File: src/rtl/hcsr04_ranger.sv
// HC-SR04 ranging engine: fires TRIG on a fixed period, synchronises ECHO and
// publishes the echo width in clk cycles, bounded by a timeout.
module hcsr04_ranger #(
    parameter int CNT_W          = 32,
    parameter int TRIG_CYCLES    = 500,
    parameter int PERIOD_CYCLES  = 3_000_000,
    parameter int TIMEOUT_CYCLES = 1_900_000,
    parameter int SYNC_STAGES    = 2
) (
    input  logic             clk,
    input  logic             rst_n,
    input  logic             en,
    input  logic             echo,
    output logic             trig,
    output logic [CNT_W-1:0] width,
    output logic             valid,
    output logic             timeout,
    output logic             busy
);

    typedef enum logic [2:0] {
        S_IDLE,
        S_TRIG,
        S_WAIT_ECHO,
        S_MEASURE,
        S_HOLDOFF
    } state_t;

    localparam logic [CNT_W-1:0] ONE          = CNT_W'(1);
    localparam logic [CNT_W-1:0] CNT_MAX      = '1;
    localparam logic [CNT_W-1:0] TRIG_LAST    = CNT_W'(TRIG_CYCLES - 1);
    localparam logic [CNT_W-1:0] TIMEOUT_VAL  = CNT_W'(TIMEOUT_CYCLES);
    localparam logic [CNT_W-1:0] TIMEOUT_LAST = CNT_W'(TIMEOUT_CYCLES - 1);
    localparam logic [CNT_W-1:0] PERIOD_LAST  = CNT_W'(PERIOD_CYCLES - 1);

    state_t                 state_q, state_d;
    logic [SYNC_STAGES-1:0] sync_q, sync_d;
    logic                   echo_prev_q, echo_prev_d;
    logic                   arm_q, arm_d;
    logic [CNT_W-1:0]       period_cnt_q, period_cnt_d;
    logic [CNT_W-1:0]       wait_cnt_q, wait_cnt_d;
    logic [CNT_W-1:0]       width_cnt_q, width_cnt_d;
    logic [CNT_W-1:0]       width_q, width_d;
    logic                   timeout_q, timeout_d;
    logic                   valid_q, valid_d;
    logic                   trig_q, trig_d;
    logic                   busy_q, busy_d;
    logic                   echo_s, rise_s;

    assign echo_s = sync_q[SYNC_STAGES-1];
    assign rise_s = echo_s & ~echo_prev_q;

    always_comb begin
        // NOTE: every signal written here gets a default first, so no path
        // leaves a value unassigned and no latch is inferred.
        state_d      = state_q;
        sync_d       = {sync_q[SYNC_STAGES-2:0], echo};
        echo_prev_d  = echo_s;
        arm_d        = 1'b1;
        period_cnt_d = (period_cnt_q == CNT_MAX) ? period_cnt_q : period_cnt_q + ONE;
        wait_cnt_d   = wait_cnt_q;
        width_cnt_d  = width_cnt_q;
        width_d      = width_q;
        timeout_d    = timeout_q;
        valid_d      = 1'b0;

        case (state_q)
            S_IDLE: begin
                period_cnt_d = '0;
                // arm_q holds off the first shot until one clock after reset release
                if (en && arm_q) state_d = S_TRIG;
            end
            S_TRIG: begin
                if (period_cnt_q == TRIG_LAST) begin
                    state_d    = S_WAIT_ECHO;
                    wait_cnt_d = '0;
                end
            end
            S_WAIT_ECHO: begin
                wait_cnt_d = wait_cnt_q + ONE;
                if (rise_s) begin
                    state_d     = S_MEASURE;
                    width_cnt_d = ONE;
                end else if (wait_cnt_q == TIMEOUT_LAST) begin
                    state_d   = S_HOLDOFF;
                    width_d   = '0;
                    timeout_d = 1'b1;
                    valid_d   = 1'b1;
                end
            end
            S_MEASURE: begin
                if (!echo_s) begin
                    state_d   = S_HOLDOFF;
                    width_d   = width_cnt_q;
                    timeout_d = 1'b0;
                    valid_d   = 1'b1;
                end else if (width_cnt_q == TIMEOUT_VAL) begin
                    state_d   = S_HOLDOFF;
                    width_d   = TIMEOUT_VAL;
                    timeout_d = 1'b1;
                    valid_d   = 1'b1;
                end else begin
                    width_cnt_d = width_cnt_q + ONE;
                end
            end
            S_HOLDOFF: begin
                // >= keeps the exit reachable even if a long shot overran the period
                if (period_cnt_q >= PERIOD_LAST) state_d = en ? S_TRIG : S_IDLE;
            end
            default: state_d = S_IDLE;
        endcase

        if (state_d == S_TRIG && state_q != S_TRIG) period_cnt_d = '0;

        trig_d = (state_d == S_TRIG);
        busy_d = (state_d != S_IDLE);
    end

    // NOTE: state is updated only with non-blocking assignments so every flop
    // samples the pre-edge values computed above, independent of statement order.
    always_ff @(posedge clk or negedge rst_n) begin
        if (!rst_n) begin
            state_q      <= S_IDLE;
            // NOTE: the synchroniser flops are reset too, so a high ECHO pin
            // during reset cannot fake a rising edge on release.
            sync_q       <= '0;
            echo_prev_q  <= 1'b0;
            arm_q        <= 1'b0;
            period_cnt_q <= '0;
            wait_cnt_q   <= '0;
            width_cnt_q  <= '0;
            width_q      <= '0;
            timeout_q    <= 1'b0;
            valid_q      <= 1'b0;
            trig_q       <= 1'b0;
            busy_q       <= 1'b0;
        end else begin
            state_q      <= state_d;
            sync_q       <= sync_d;
            echo_prev_q  <= echo_prev_d;
            arm_q        <= arm_d;
            period_cnt_q <= period_cnt_d;
            wait_cnt_q   <= wait_cnt_d;
            width_cnt_q  <= width_cnt_d;
            width_q      <= width_d;
            timeout_q    <= timeout_d;
            valid_q      <= valid_d;
            trig_q       <= trig_d;
            busy_q       <= busy_d;
        end
    end

    assign trig    = trig_q;
    assign width   = width_q;
    assign valid   = valid_q;
    assign timeout = timeout_q;
    assign busy    = busy_q;

endmodule

File: config.mk
export PLATFORM = sky130hd
export DESIGN_NAME = hcsr04_ranger
export DESIGN_NICKNAME = d
export VERILOG_FILES = /design/src/rtl/hcsr04_ranger.sv
export SDC_FILE = /design/constraint.sdc
export NUM_CORES = 1
export LEC_CHECK = 0
export ABC_AREA = 1
export CORE_ASPECT_RATIO = 0.8
export CORE_MARGIN = 2
export CORE_UTILIZATION = 60
export DETAILED_ROUTE_END_ITERATION = 7
export GPL_ROUTABILITY_DRIVEN = 0
export PLACE_DENSITY = 0.79
export SLEW_MARGIN = 20
export SYNTH_ARGS = -nofsm -noshare
export SYNTH_HDL_FRONTEND = slang
export SYNTH_SLANG_ARGS = --single-unit
File: constraint.sdc
create_clock -name clk -period 3.95 [get_ports clk]
set_input_delay 0.79 -clock clk [delete_from_list [all_inputs] [get_ports clk]]
set_output_delay 0.79 -clock clk [all_outputs]
set_load 0.03 [all_outputs]
==> summary.md <==
| Metric | Value |
|---|---|
| Status | `complete, no violations` |
| Global route overflow | `0` |
| Int Power | `2.50 mW` |
| Dpl cell area | `8900 µm²` |
| Maximum operating frequency | `333 MHz` |
| Core area | `13,600 µm²` |
| Tightest Pin Transition | `0.924 ns` |
| Routed Antenna Nets | `0` |
| Syn_nets | `1,222` |
| Register area | `3480 µm²` |
| Synthesized cell area | `8420 µm²` |
| First-pass GRT wire length | `38,600 µm` |
| CP Buf/Inv Count | `2` |
| Crit path launch type | `flip-flop` |
| Final Power | `3.22 mW` |
| NumNets Final | `1,254` |
| Post_cts resized | `0` |
| Sw power | `0.714 mW` |
| Required @ worst endpoint | `4.26 ns` |
| CTS Buffer Depth | `2` |
| CP top delay family | `simple AND/OR/NAND/NOR gates` |
| Cells after Synth | `1,214` |
| Seq pwr share | `0.444` |
| Clock power share | `0.545` |
| Pre-CTS setup slack | `1.01 ns` |
| Leading area contributor after synthesis | `dfrtp_1` |
| Clock-pin slew on the worst setup and hold paths | `0.06 ns` |
| Setup bufs post-CTS | `0` |
| Initial Util | `0.617` |
| Post-synth ARST share | `1.00` |
| CP max FO | `51` |
| Cts hold-fix bufs | `0` |
| Drt first pass iters | `6` |
| Relative slew slack | `0.384` |
| Core Rows | `38` |
| Area of the multi-input gates | `4160 µm²` |
| Max cap viols | `0` |
| Hold WC Path Type | `flip-flop to flip-flop` |
| Setup TNS | `0 ns` |
| DRT iter0 DRCs | `1,168` |
| Initial antenna violation count | `0` |
| CTS sink count | `139` |
| Maximum VDD drop | `0.000341 V` |
| DP HPWL | `16,800 µm` |
| Post-synth EDFFs | `0` |
| H-tree depth | `4` |
| Clk_skew | `0.00972 ns` |
| Critical path endpoint category | `flip-flop` |
| Count leader, synth | `nand2_1` |
| Via count | `8,411` |
| P&R area growth vs syn | `13.3%` |
| Synth warn | `0` |
| Synth top area cells | `dfrtp_1, nand2_1, nand3_1, inv_1, nor2_1` |
| IO Port Bufs | `39` |
| Num CTS Buffers | `17` |
| Final critical-path required period | `3.00 ns` |
| Total Routing Usage GR | `0.336` |
| Post-synth top area share | `0.413` |
| Post-synth top cells | `nand2_1, inv_1, nor2_1, dfrtp_1, nand3_1` |
| Leak Pwr | `4.48 nW` |
| Sw Ratio | `0.222` |
| Comb power frac | `0.011` |
| Root Buffer | `clkbuf_16` |
| Worst setup margin | `0.950 ns` |
| Vias/cell | `5.85` |
| Pwr dens | `337 nW/µm²` |
| DRC violations left | `0` |
| Slowest cell delay on critical path | `0.70 ns` |
| Syn Area/Cell | `6.94 µm²` |
| I/O pin count | `40` |
| Die area | `15,000 µm²` |
| RSZ-0062 raised after global routing | `false` |
| Slowest-stage cell, CP | `nand2_2` |
| Clock Latency Late Sink | `0.43 ns` |
| Seq/Total Area, Yosys | `0.413` |
| Predominant post-synthesis flop cell | `dfrtp_1` |
| Setup CP Type | `flip-flop to flip-flop` |
| Synth unique cells | `36` |
| Drt wl/cell | `16.3 µm` |
| Setup-failing EPs final | `0` |
| Final core occ | `0.699` |
| Die height | `110 µm` |
| Largest net degree at the start of global routing | `105` |
| Routed Wire Length | `23,400 µm` |
| Number of inserted diodes | `0` |
| Worst path most repeated cell | `nand2_2` |
| Vias in the first global route | `7,582` |
| Final hold vios | `0` |
| Die Wd | `136 µm` |
| Number of fill cells | `1,112` |
| Crit-path cells | `inv_1 -> nor2_1 -> nand2_2 -> nand2_4 -> inv_2 -> nand2_2 -> nand2_1 -> o21a_1` |
| Fin. max-slew vios | `0` |
| Number of synthesized register bits | `139` |
| Final instance area | `9540 µm²` |
| Share of layout cells above drive strength 1 | `0.0532` |
| Crit path DAT | `3.31 ns` |
| Fin crit share | `0.760` |
| CTS tree | `built` |
[cell type report]
type | instances | share of cell area
multi-input cells | 882 | 0.435
inverters | 160 | 0.0629
flip-flops and latches | 139 | 0.364
clock inverters | 14 | 0.0220
well taps | 180 | 0.0236
clock buffers | 18 | 0.0450
repair buffers | 46 | 0.0465
[sequential cells by signal, summed over array words and instances, names as in the netlist]
| register | cells |
|---|---|
| busy | 1 |
| trig | 1 |
| timeout | 1 |
| sync_q | 2 |
| state_q | 3 |
| wait_cnt_q | 32 |
| echo_prev_q | 1 |
| period_cnt_q | 32 |
| width_cnt_q | 32 |
| width | 32 |
| arm_q | 1 |
| valid | 1 |
[cell usage in the layout, fill, tap and decap left out, types with 6 or more instances in the layout]
cell type,count
nand2_1,314
inv_1,155
nor2_1,140
dfrtp_1,139
nand3_1,130
o21ai_0,69
nor3_1,60
nand4_1,42
clkdlybuf4s50_1,38
o21ai_1,31
xor2_1,24
a21oi_1,20
clkbuf_16,17
o22ai_1,7
buf_4,7
nand2_2,6
o31ai_1,6
[cells by family (layout without fill, tap and decap cells)]
group,Yosys count,after routing,share of synthesized area
buffers and inverters,193,238,0.0935
DFF,139,139,0.413
and+or+nand+nor,715,715,0.375
xor gates and xnor gates,27,27,0.0281
AOI/OAI and AO/OA,135,135,0.0838
adders and majority gates,4,4,0.00594
other,1,1,0.000445
[power by group through the flow]
stage                     registers (mW)  clock network (mW)  logic (mW)
after detailed placement            1.45                   0      0.0387
after global routing                1.43                1.83      0.0437
after CTS                           1.43                1.77      0.0388
after global placement              1.45                   0      0.0384
after floorplan                     1.45                   0     0.00452
final                               1.43                1.75      0.0367
[layer usage]
layer	GRT usage	routed length, µm
met1	0.508	10700
met2	0.459	9360
met3	0.102	2910
met4	0.103	407
met5	0	0
[per-stage QoR]
stage          cells  hold WS (ns)
6_report        1439         0.363
3_5_place_dp    1407         0.350
2_1_floorplan   1214         0.331
4_1_cts         1439         0.368
5_1_grt         1439         0.375
3_3_place_gp    1407         0.336
[worst paths after layout]
check	from	to	slack, ns	depth (start not counted)
setup / recovery	sync_q[1]	timeout	0.95	8
hold / removal	sync_q[0]	sync_q[1]	0.36	0
setup reg to reg	sync_q[1]	timeout	0.95	8
hold reg to reg	sync_q[0]	sync_q[1]	0.36	0
max in group asynchronous	rst_n	wait_cnt_q[13]	2.62	2
min in group asynchronous	rst_n	period_cnt_q[10]	0.48	1
[worst register-to-register path: cells and delay by family (launching register included)]
family	cells	cell delay, ns
flops	1	0.69
compound gates	1	0.21
simple gates	5	1.60
buf+inv	2	0.38
Note: power is estimated with default switching activity, not from simulation.
